[config.mk]
export PLATFORM = sky130hd
export DESIGN_NAME = pad_command_queue_flat
export DESIGN_NICKNAME = d
export VERILOG_FILES = /design/src/rtl/pad_command_queue_if.sv /design/src/rtl/pad_command_queue.sv /design/src/flat_wrapper.sv
export SDC_FILE = /design/constraint.sdc
export NUM_CORES = 1
export LEC_CHECK = 0
export ABC_AREA = 1
export CORE_MARGIN = 2
export CORE_UTILIZATION = 65
export CTS_CLUSTER_SIZE = 16
export DETAILED_ROUTE_END_ITERATION = 8
export HOLD_SLACK_MARGIN = 0.06
export PLACE_DENSITY = 0.91
export SETUP_SLACK_MARGIN = 0.3
export SYNTH_ARGS = -nofsm -noshare
export SYNTH_HDL_FRONTEND = slang
export SYNTH_SLANG_ARGS = --single-unit
[constraint.sdc]
create_clock -name clock_50 -period 5.9 [get_ports clock_50]
set_input_delay 1.18 -clock clock_50 [delete_from_list [all_inputs] [get_ports clock_50]]
set_output_delay 1.18 -clock clock_50 [all_outputs]
set_load 0.1 [all_outputs]
[src/rtl/pad_command_queue_if.sv]
// Command handshake between the pad command queue and the robot motion logic.
interface pad_command_queue_if;
  logic       cmd_valid;
  logic [3:0] cmd_code;
  logic       cmd_ready;

  modport master (output cmd_valid, output cmd_code, input cmd_ready);
  modport slave  (input cmd_valid, input cmd_code, output cmd_ready);
endinterface

[src/rtl/pad_command_queue.sv]
// Per-frame button debounce, press/auto-repeat event generation, and a small
// command FIFO feeding the motion logic through a valid/ready handshake.
//
// state | meaning
// IDLE  | waiting for pending events
// SCAN  | walking pending bits 11..0, one per cycle, pushing set bits
module pad_command_queue #(
  parameter int DEBOUNCE_FRAMES = 2,
  parameter int REPEAT_DELAY    = 30,
  parameter int REPEAT_PERIOD   = 6,
  parameter int FIFO_DEPTH      = 4
) (
  input  logic                 clock_50,
  input  logic                 reset,
  input  logic                 vga_vs,
  input  logic [11:0]          buttons,
  output logic [11:0]          btn_state,
  output logic                 overflow,
  pad_command_queue_if.master  cmd
);

  localparam int PW = $clog2(FIFO_DEPTH);

  typedef enum logic {IDLE, SCAN} state_t;

  logic        vs_q1, vs_q2, tick;
  logic [2:0]  db_cnt [12];
  logic [7:0]  hold_cnt [4];
  logic [7:0]  hold_inc [4];
  logic [11:0] flip, press_evt, repeat_evt, events, pending, clear;
  state_t      state, state_nxt;
  logic [3:0]  idx, idx_nxt;
  logic [3:0]  mem [FIFO_DEPTH];
  logic [PW-1:0] wr_ptr, rd_ptr;
  logic [PW:0]   count;
  logic        push, pop, accept;

  // Falling edge of the synchronised vsync is the frame tick.
  assign tick = !vs_q1 && vs_q2;

  always_comb begin
    flip = '0;
    for (int i = 0; i < 12; i++)
      flip[i] = tick && (buttons[i] != btn_state[i]) &&
                ((db_cnt[i] + 3'd1) == 3'(DEBOUNCE_FRAMES));
  end

  assign press_evt = flip & buttons;

  always_comb begin
    repeat_evt = '0;
    hold_inc   = '{default: '0};
    for (int d = 0; d < 4; d++) begin
      hold_inc[d]       = hold_cnt[d] + 8'd1;
      repeat_evt[8 + d] = tick && btn_state[8 + d] &&
                          (hold_inc[d] == 8'(REPEAT_DELAY));
    end
  end

  assign events = press_evt | repeat_evt;

  always_ff @(posedge clock_50) begin
    if (!reset) begin
      vs_q1     <= 1'b0;
      vs_q2     <= 1'b0;
      btn_state <= '0;
      pending   <= '0;
      for (int i = 0; i < 12; i++) db_cnt[i] <= '0;
      for (int d = 0; d < 4; d++) hold_cnt[d] <= '0;
    end else begin
      vs_q1 <= vga_vs;
      vs_q2 <= vs_q1;
      if (tick) begin
        for (int i = 0; i < 12; i++) begin
          if (buttons[i] == btn_state[i]) begin
            db_cnt[i] <= '0;
          end else if (flip[i]) begin
            db_cnt[i]    <= '0;
            btn_state[i] <= ~btn_state[i];
          end else begin
            db_cnt[i] <= db_cnt[i] + 3'd1;
          end
        end
      end
      for (int d = 0; d < 4; d++) begin
        if (!btn_state[8 + d])
          hold_cnt[d] <= '0;
        else if (tick)
          hold_cnt[d] <= repeat_evt[8 + d] ? 8'(REPEAT_DELAY - REPEAT_PERIOD)
                                           : hold_inc[d];
      end
      // New events win over a same-cycle clear of the bit being scanned.
      pending <= (pending & ~clear) | events;
    end
  end

  always_ff @(posedge clock_50) begin
    if (!reset) begin
      state <= IDLE;
      idx   <= '0;
    end else begin
      state <= state_nxt;
      idx   <= idx_nxt;
    end
  end

  // Entering SCAN on the tick edge itself lets index 11 be pushed one cycle later.
  always_comb begin
    state_nxt = state;
    idx_nxt   = idx;
    clear     = '0;
    push      = 1'b0;
    case (state)
      IDLE: begin
        if ((pending | events) != '0) begin
          state_nxt = SCAN;
          idx_nxt   = 4'd11;
        end
      end
      SCAN: begin
        if (pending[idx]) begin
          push       = 1'b1;
          clear[idx] = 1'b1;
        end
        if (idx == 4'd0) state_nxt = IDLE;
        else             idx_nxt   = idx - 4'd1;
      end
      default: state_nxt = IDLE;
    endcase
  end

  assign cmd.cmd_valid = (count != '0);
  assign cmd.cmd_code  = cmd.cmd_valid ? mem[rd_ptr] : 4'd0;
  assign pop           = cmd.cmd_valid && cmd.cmd_ready;
  assign accept        = push && ((count < (PW+1)'(FIFO_DEPTH)) || pop);

  always_ff @(posedge clock_50) begin
    if (!reset) begin
      wr_ptr   <= '0;
      rd_ptr   <= '0;
      count    <= '0;
      overflow <= 1'b0;
    end else begin
      if (accept) begin
        mem[wr_ptr] <= idx;
        wr_ptr      <= wr_ptr + 1'b1;
      end
      if (pop) rd_ptr <= rd_ptr + 1'b1;
      case ({accept, pop})
        2'b10:   count <= count + 1'b1;
        2'b01:   count <= count - 1'b1;
        default: count <= count;
      endcase
      if (push && !accept) overflow <= 1'b1;
    end
  end

endmodule
[src/flat_wrapper.sv]
// flat-port wrapper written by rule: the top's interface ports become plain ports
module pad_command_queue_flat 
#(
  parameter int DEBOUNCE_FRAMES = 2,
  parameter int REPEAT_DELAY    = 30,
  parameter int REPEAT_PERIOD   = 6,
  parameter int FIFO_DEPTH      = 4
)
  (clock_50, reset, vga_vs, buttons, btn_state, overflow, cmd_cmd_valid, cmd_cmd_code, cmd_cmd_ready);
  pad_command_queue_if cmd_i ();
  input  logic clock_50;
  input  logic reset;
  input  logic vga_vs;
  input  logic [11:0] buttons;
  output logic [11:0] btn_state;
  output logic overflow;
  output wire logic [$bits(cmd_i.cmd_valid)-1:0] cmd_cmd_valid;
  output wire logic [$bits(cmd_i.cmd_code)-1:0] cmd_cmd_code;
  input wire logic [$bits(cmd_i.cmd_ready)-1:0] cmd_cmd_ready;
  assign cmd_cmd_valid = cmd_i.cmd_valid;
  assign cmd_cmd_code = cmd_i.cmd_code;
  assign cmd_i.cmd_ready = cmd_cmd_ready;
  pad_command_queue #(.DEBOUNCE_FRAMES(DEBOUNCE_FRAMES), .REPEAT_DELAY(REPEAT_DELAY), .REPEAT_PERIOD(REPEAT_PERIOD), .FIFO_DEPTH(FIFO_DEPTH)) u_core (.clock_50(clock_50), .reset(reset), .vga_vs(vga_vs), .buttons(buttons), .btn_state(btn_state), .overflow(overflow), .cmd(cmd_i));
endmodule
; ---- Word-level counts from Yosys, hierarchy flattened
; Memory sizes are Yosys's and may differ from the RTL's. A register that Yosys moved wholly into a read port is not among the register bits.
; Index checks and enable logic that the tools add are counted.
[word_totals]
register_bits = 39
ram_bits = 84
inputBits = 16
out_inout_bits = 18
word_cells = 487
n_memories = 3
[op_classes]
addsub = 21
magnitude_cmp = 3
n_eq_ne = 44
muxes = 263
n_bitwise = 75
reduce_logical = 57
[mem_list]
columns = memory, depth, width, rd, rd_ports_with_merged_regs, wr, line_no
row1 = u_core.db_cnt, 12, 3, 12, 0, 12, pad_command_queue.sv:27  ; logic [2:0] db_cnt [12];
row2 = u_core.hold_cnt, 4, 8, 4, 0, 4, pad_command_queue.sv:28  ; logic [7:0] hold_cnt [4];
row3 = u_core.mem, 4, 4, 1, 1, 1, pad_command_queue.sv:33  ; logic [3:0] mem [FIFO_DEPTH];
[op_table]
columns = op, count
row1 = 2-to-1 mux 1 bit, 203
row2 = 2-to-1 mux 3 bit, 36
row3 = 2-to-1 mux 8 bit, 12
row4 = bitwise OR 1 bit, 44
row5 = adder 3 x 1 -> 3 bit (second input constant), 13
row6 = logical AND 1 bit, 37
row7 = equality test 3 x 2 -> 1 bit (second input constant), 12
row8 = bitwise OR 12 bit, 3
row9 = AND reduction 3 bit, 12
row10 = adder 8 x 1 -> 8 bit (second input constant), 4
row11 = equality test 8 x 5 -> 1 bit (second input constant), 4
row12 = NOT 1 bit, 25
row13 = AND 12 bit, 2
row14 = 2-to-1 mux 12 bit, 2
row15 = equality test 1 bit, 12
row16 = 2-to-1 mux 4 bit, 3
row17 = inequality test 1 bit, 12
row18 = NOT 12 bit, 1
row19 = nonzero test 12 bit, 1
row20 = one-hot mux 4 bit (2 select lines), 1
row21 = one-hot mux 3 bit (2 select lines), 1
row22 = < comparator 4 x 5 -> 1 bit (second input constant), 1
row23 = adder 2 x 1 -> 2 bit (second input constant), 2
row24 = binary-select mux 1 bit (select 4 bit), 1
row25 = other kinds (17), 19

; ---- Depth between registers and ports, before layout
[logic_depth]
word_depth = 11
ltp_mapped = 19
mapped_depth_nobuf = 18

; ---- Worst setup path after synthesis
; No wires, ideal clock.
[synth_timing]
path_kind = flip-flop to output port
from = register with a tool-made name
to = output cmd_cmd_code[0]
t_arrival_ns = 2.236
required_time_ns = 4.720
slack_ns = 2.484
stages_incl_launch_ff = 6
path_buffers = 1
path_cell_list = dfxtp_1 clkbuf_1 nor2_1 nor2_1 o21ai_0 a21oi_1
[synth_rtl]
columns = element, line_no
row1 = end: declaration, flat_wrapper.sv:18  ; output wire logic [$bits(cmd_i.cmd_code)-1:0] cmd_cmd_code;

==> reports/qor.csv <==
stage,metric,value,unit
run_status,status,"complete, no violations",
finish,Fillers,647,
cts,CTS tree,done,
cts,Clock Latency Late Sink,0.53,ns
finish,final instance area,0.007715,sq mm
synth,Post-Syn Area,0.006718,sq mm
floorplanning,Initial Util,65.96,%
routing,1st-pass router iterations,5,
floorplanning,Top Ports,34,
critical_path,worst stage delay on the critical path,1.14,ns
cts,# resized after CTS,0,
cts,setup repair bufs after CTS,0,
timing,Final setup viols,0,
finish,most frequent cells in the layout,"nor2_1, nand2_1, inv_1",
floorplanning,core area,0.01018,sq mm
grt,number of antenna violations at the first check in global routing,0,
place,DP Area,0.007166,sq mm
grt,vias in the first global route,5779,
job,Max Cap Viol,0,
finish,share of cells above drive strength 1,6.448,%
synth,#FFs+latches synth,125,
cts,Worst-path clk slew,0.06,ns
critical_path,Worst EP arrival,2.66,ns
routing,via count,5628,
critical_path,Worst Setup End Kind,primary output,
power_and_ir_drop,pwr dens,311.3,mW/mm^2
floorplanning,die width,105.7,microns
synth,Ys Warns,0,
critical_path,Critical Path Start Type,flop,
synth,"area leader, netlist",edfxtp_1,
place,input/output buffers,33,
critical_path,Worst Path Required,4.72,ns
cts,htree depth,4,
critical_path,critical path cell sequence,nor2_1 -> nor2_1 -> o21ai_0 -> a21oi_1 -> clkdlybuf4s50_1,
grt,first-pass GRT wire length,25610,microns
synth,fraction of registers with async set/reset,0,%
floorplanning,row count,37,
finish,"Core Util, Final",75.75,%
timing,slew margin rel.,31.70,%
synth,Main synth FF type,edfxtp_1,
timing,final hold vios,0,
routing,final WL,15210,microns
synth,syn_area_per_cell,8.439,sq um
finish,nets,898,
place,DP HPWL,10200,microns
synth,Synth top area share,37.55,%
power_and_ir_drop,peak supply drop,0.0002456,V
min_path,Hold Crit Class,reg -> reg,
routing,WL/cell,15.38,microns
synth,synth top area cells,"edfxtp_1, dfxtp_1, nor2_1",
cts,cts bufs inserted,17,
finish,ant diodes,0,
synth,"EDFF count, synth",84,
routing,DR iter-0 viols,466,
routing,DR vias/cell,5.691,
synth,post-synthesis sequential area ratio,49.77,%
power_and_ir_drop,P_leak,3.192,nW
cts,CTS root buf,clkbuf_8,
floorplanning,die height,105.7,microns
critical_path,kind of critical path,reg -> out,
timing,Fmax,0.2605,GHz
timing,Final min period,3.838,ns
grt,largest net degree at the start of global routing,37,
floorplanning,die area,0.01116,sq mm
grt,Tot GR Track Use,29.02,%
timing,Fin Setup TNS,0,ns
cts,Clock Tree Buf Depth,2,
critical_path,critical path peak fanout,9,
synth,Synth cell types,41,
timing,Slew @ Worst Pin,1.021,ns
finish,synth-to-layout area growth,14.84,%
critical_path,most numerous cell on the critical path,nor2_1,
critical_path,Worst path slowest cell,clkdlybuf4s50_1,
synth,syn nets,854,
grt,GR Overflow Total,0,
synth,Mapped Cells,796,
timing,clk_skew,0.008842,ns
cts,CTS sink cnt,125,
timing,RSZ-0062 raised after global routing,false,
routing,# DRC,0,
timing,Slew Limit Fails,0,
place,RePlAce Congestion,0.8825,
routing,Routed Antenna Nets,0,
timing,Final period util,65.05,%
cts,Post-CTS Hold Buffers,0,
finish,"commonest non-fill, non-tap cell in the layout",nor2_1,
critical_path,Worst path top cell family by delay,buffers and inverters,
critical_path,CP Buf/Inv Count,1,
## worst paths after layout
path / slack [ns] / endpoint / cells after the start / start
worst max-delay path: 2.06 / cmd_cmd_code[1] / 5 / flop
worst min-delay path: 0.47 / u_core.vs_q2 / 2 / u_core.vs_q1
worst max register to register: 2.76 / u_core.count[2] / 15 / u_core.idx[0]
worst min register to register: 0.47 / u_core.vs_q2 / 2 / u_core.vs_q1
## final cells by class
cell class / count / area (sq um) / share of cell area, %
clock inverter: 10 / 96.34 / 1.249
sequential: 125 / 3343 / 43.33
timing repair buffer: 35 / 345.3 / 4.476
multi-input combinational: 538 / 2838 / 36.78
inverter: 123 / 469.2 / 6.082
tap: 136 / 170.2 / 2.206
clock buffer: 22 / 452.9 / 5.871
## flip-flops by register name, summed over array words and instances, names as in the netlist, 2 cells and up, named ones only
register / flops
u_core.db_cnt: 36
u_core.hold_cnt: 32
u_core.mem: 16
u_core.btn_state: 12
u_core.pending: 12
u_core.idx: 4
u_core.count: 3
u_core.rd_ptr: 2
u_core.wr_ptr: 2
## synth_stat cells (5+ instances only)
cell      count
a21oi_1      48
clkbuf_1      5
dfxtp_1      41
edfxtp_1     84
ha_1         41
inv_1       117
nand2_1     146
nand3_1      29
nand4_1      16
nor2_1      156
nor2_2        5
nor3_1        6
o21ai_0      36
xnor2_1       9
xor2_1       13
## report_power, final
group          switching, mW  total, mW  internal (mW)
logic                  0.299      0.406          0.107
registers             0.0467       1.02          0.970
clock network          0.365      0.980          0.615
total                  0.711       2.40           1.69
## per-layer routing
layer,track usage [%],vias to the layer above,wire (microns)
met5,0,-,0
met4,16.26,0,586
met3,6.494,59,1007
met2,52.76,251,7916
met1,30.91,2654,5696
li1,-,2664,-
## per-stage QoR
step	cells	power, mW	hold WS, ns	worst slack, ns
finish	989	2.402	0.4696	2.062
global route	989	2.481	0.4851	1.980
CTS	989	2.398	0.4779	2.076
detailed placement	957	1.426	0.4723	2.334
global placement	957	1.407	0.4244	2.421
floorplan	796	1.331	0.4133	2.484
## worst register-to-register path, stage by stage (launching register included)
cell	delay, ns
dfxtp_1	0.71
inv_4	0.14
o21ai_0	0.26
o21ai_0	0.19
nand3_1	0.14
o21ai_2	0.10
nand2_4	0.15
clkinv_4	0.08
nand2_4	0.08
ha_1	0.14
inv_1	0.07
fa_1	0.44
a21oi_1	0.16
o21ai_0	0.12
o21ai_0	0.17
a21oi_1	0.06
## logic make-up (layout without fill, tap and decap cells)
logic type,Yosys count,count (layout),synth area share (%)
xor+xnor,22,22,2.868
fa+ha+maj,42,42,7.934
simple gates,379,379,24.05
buf+inv,133,190,7.990
compound gates,95,95,7.394
flops,125,125,49.77
Note: power is estimated with default switching activity, not from simulation.
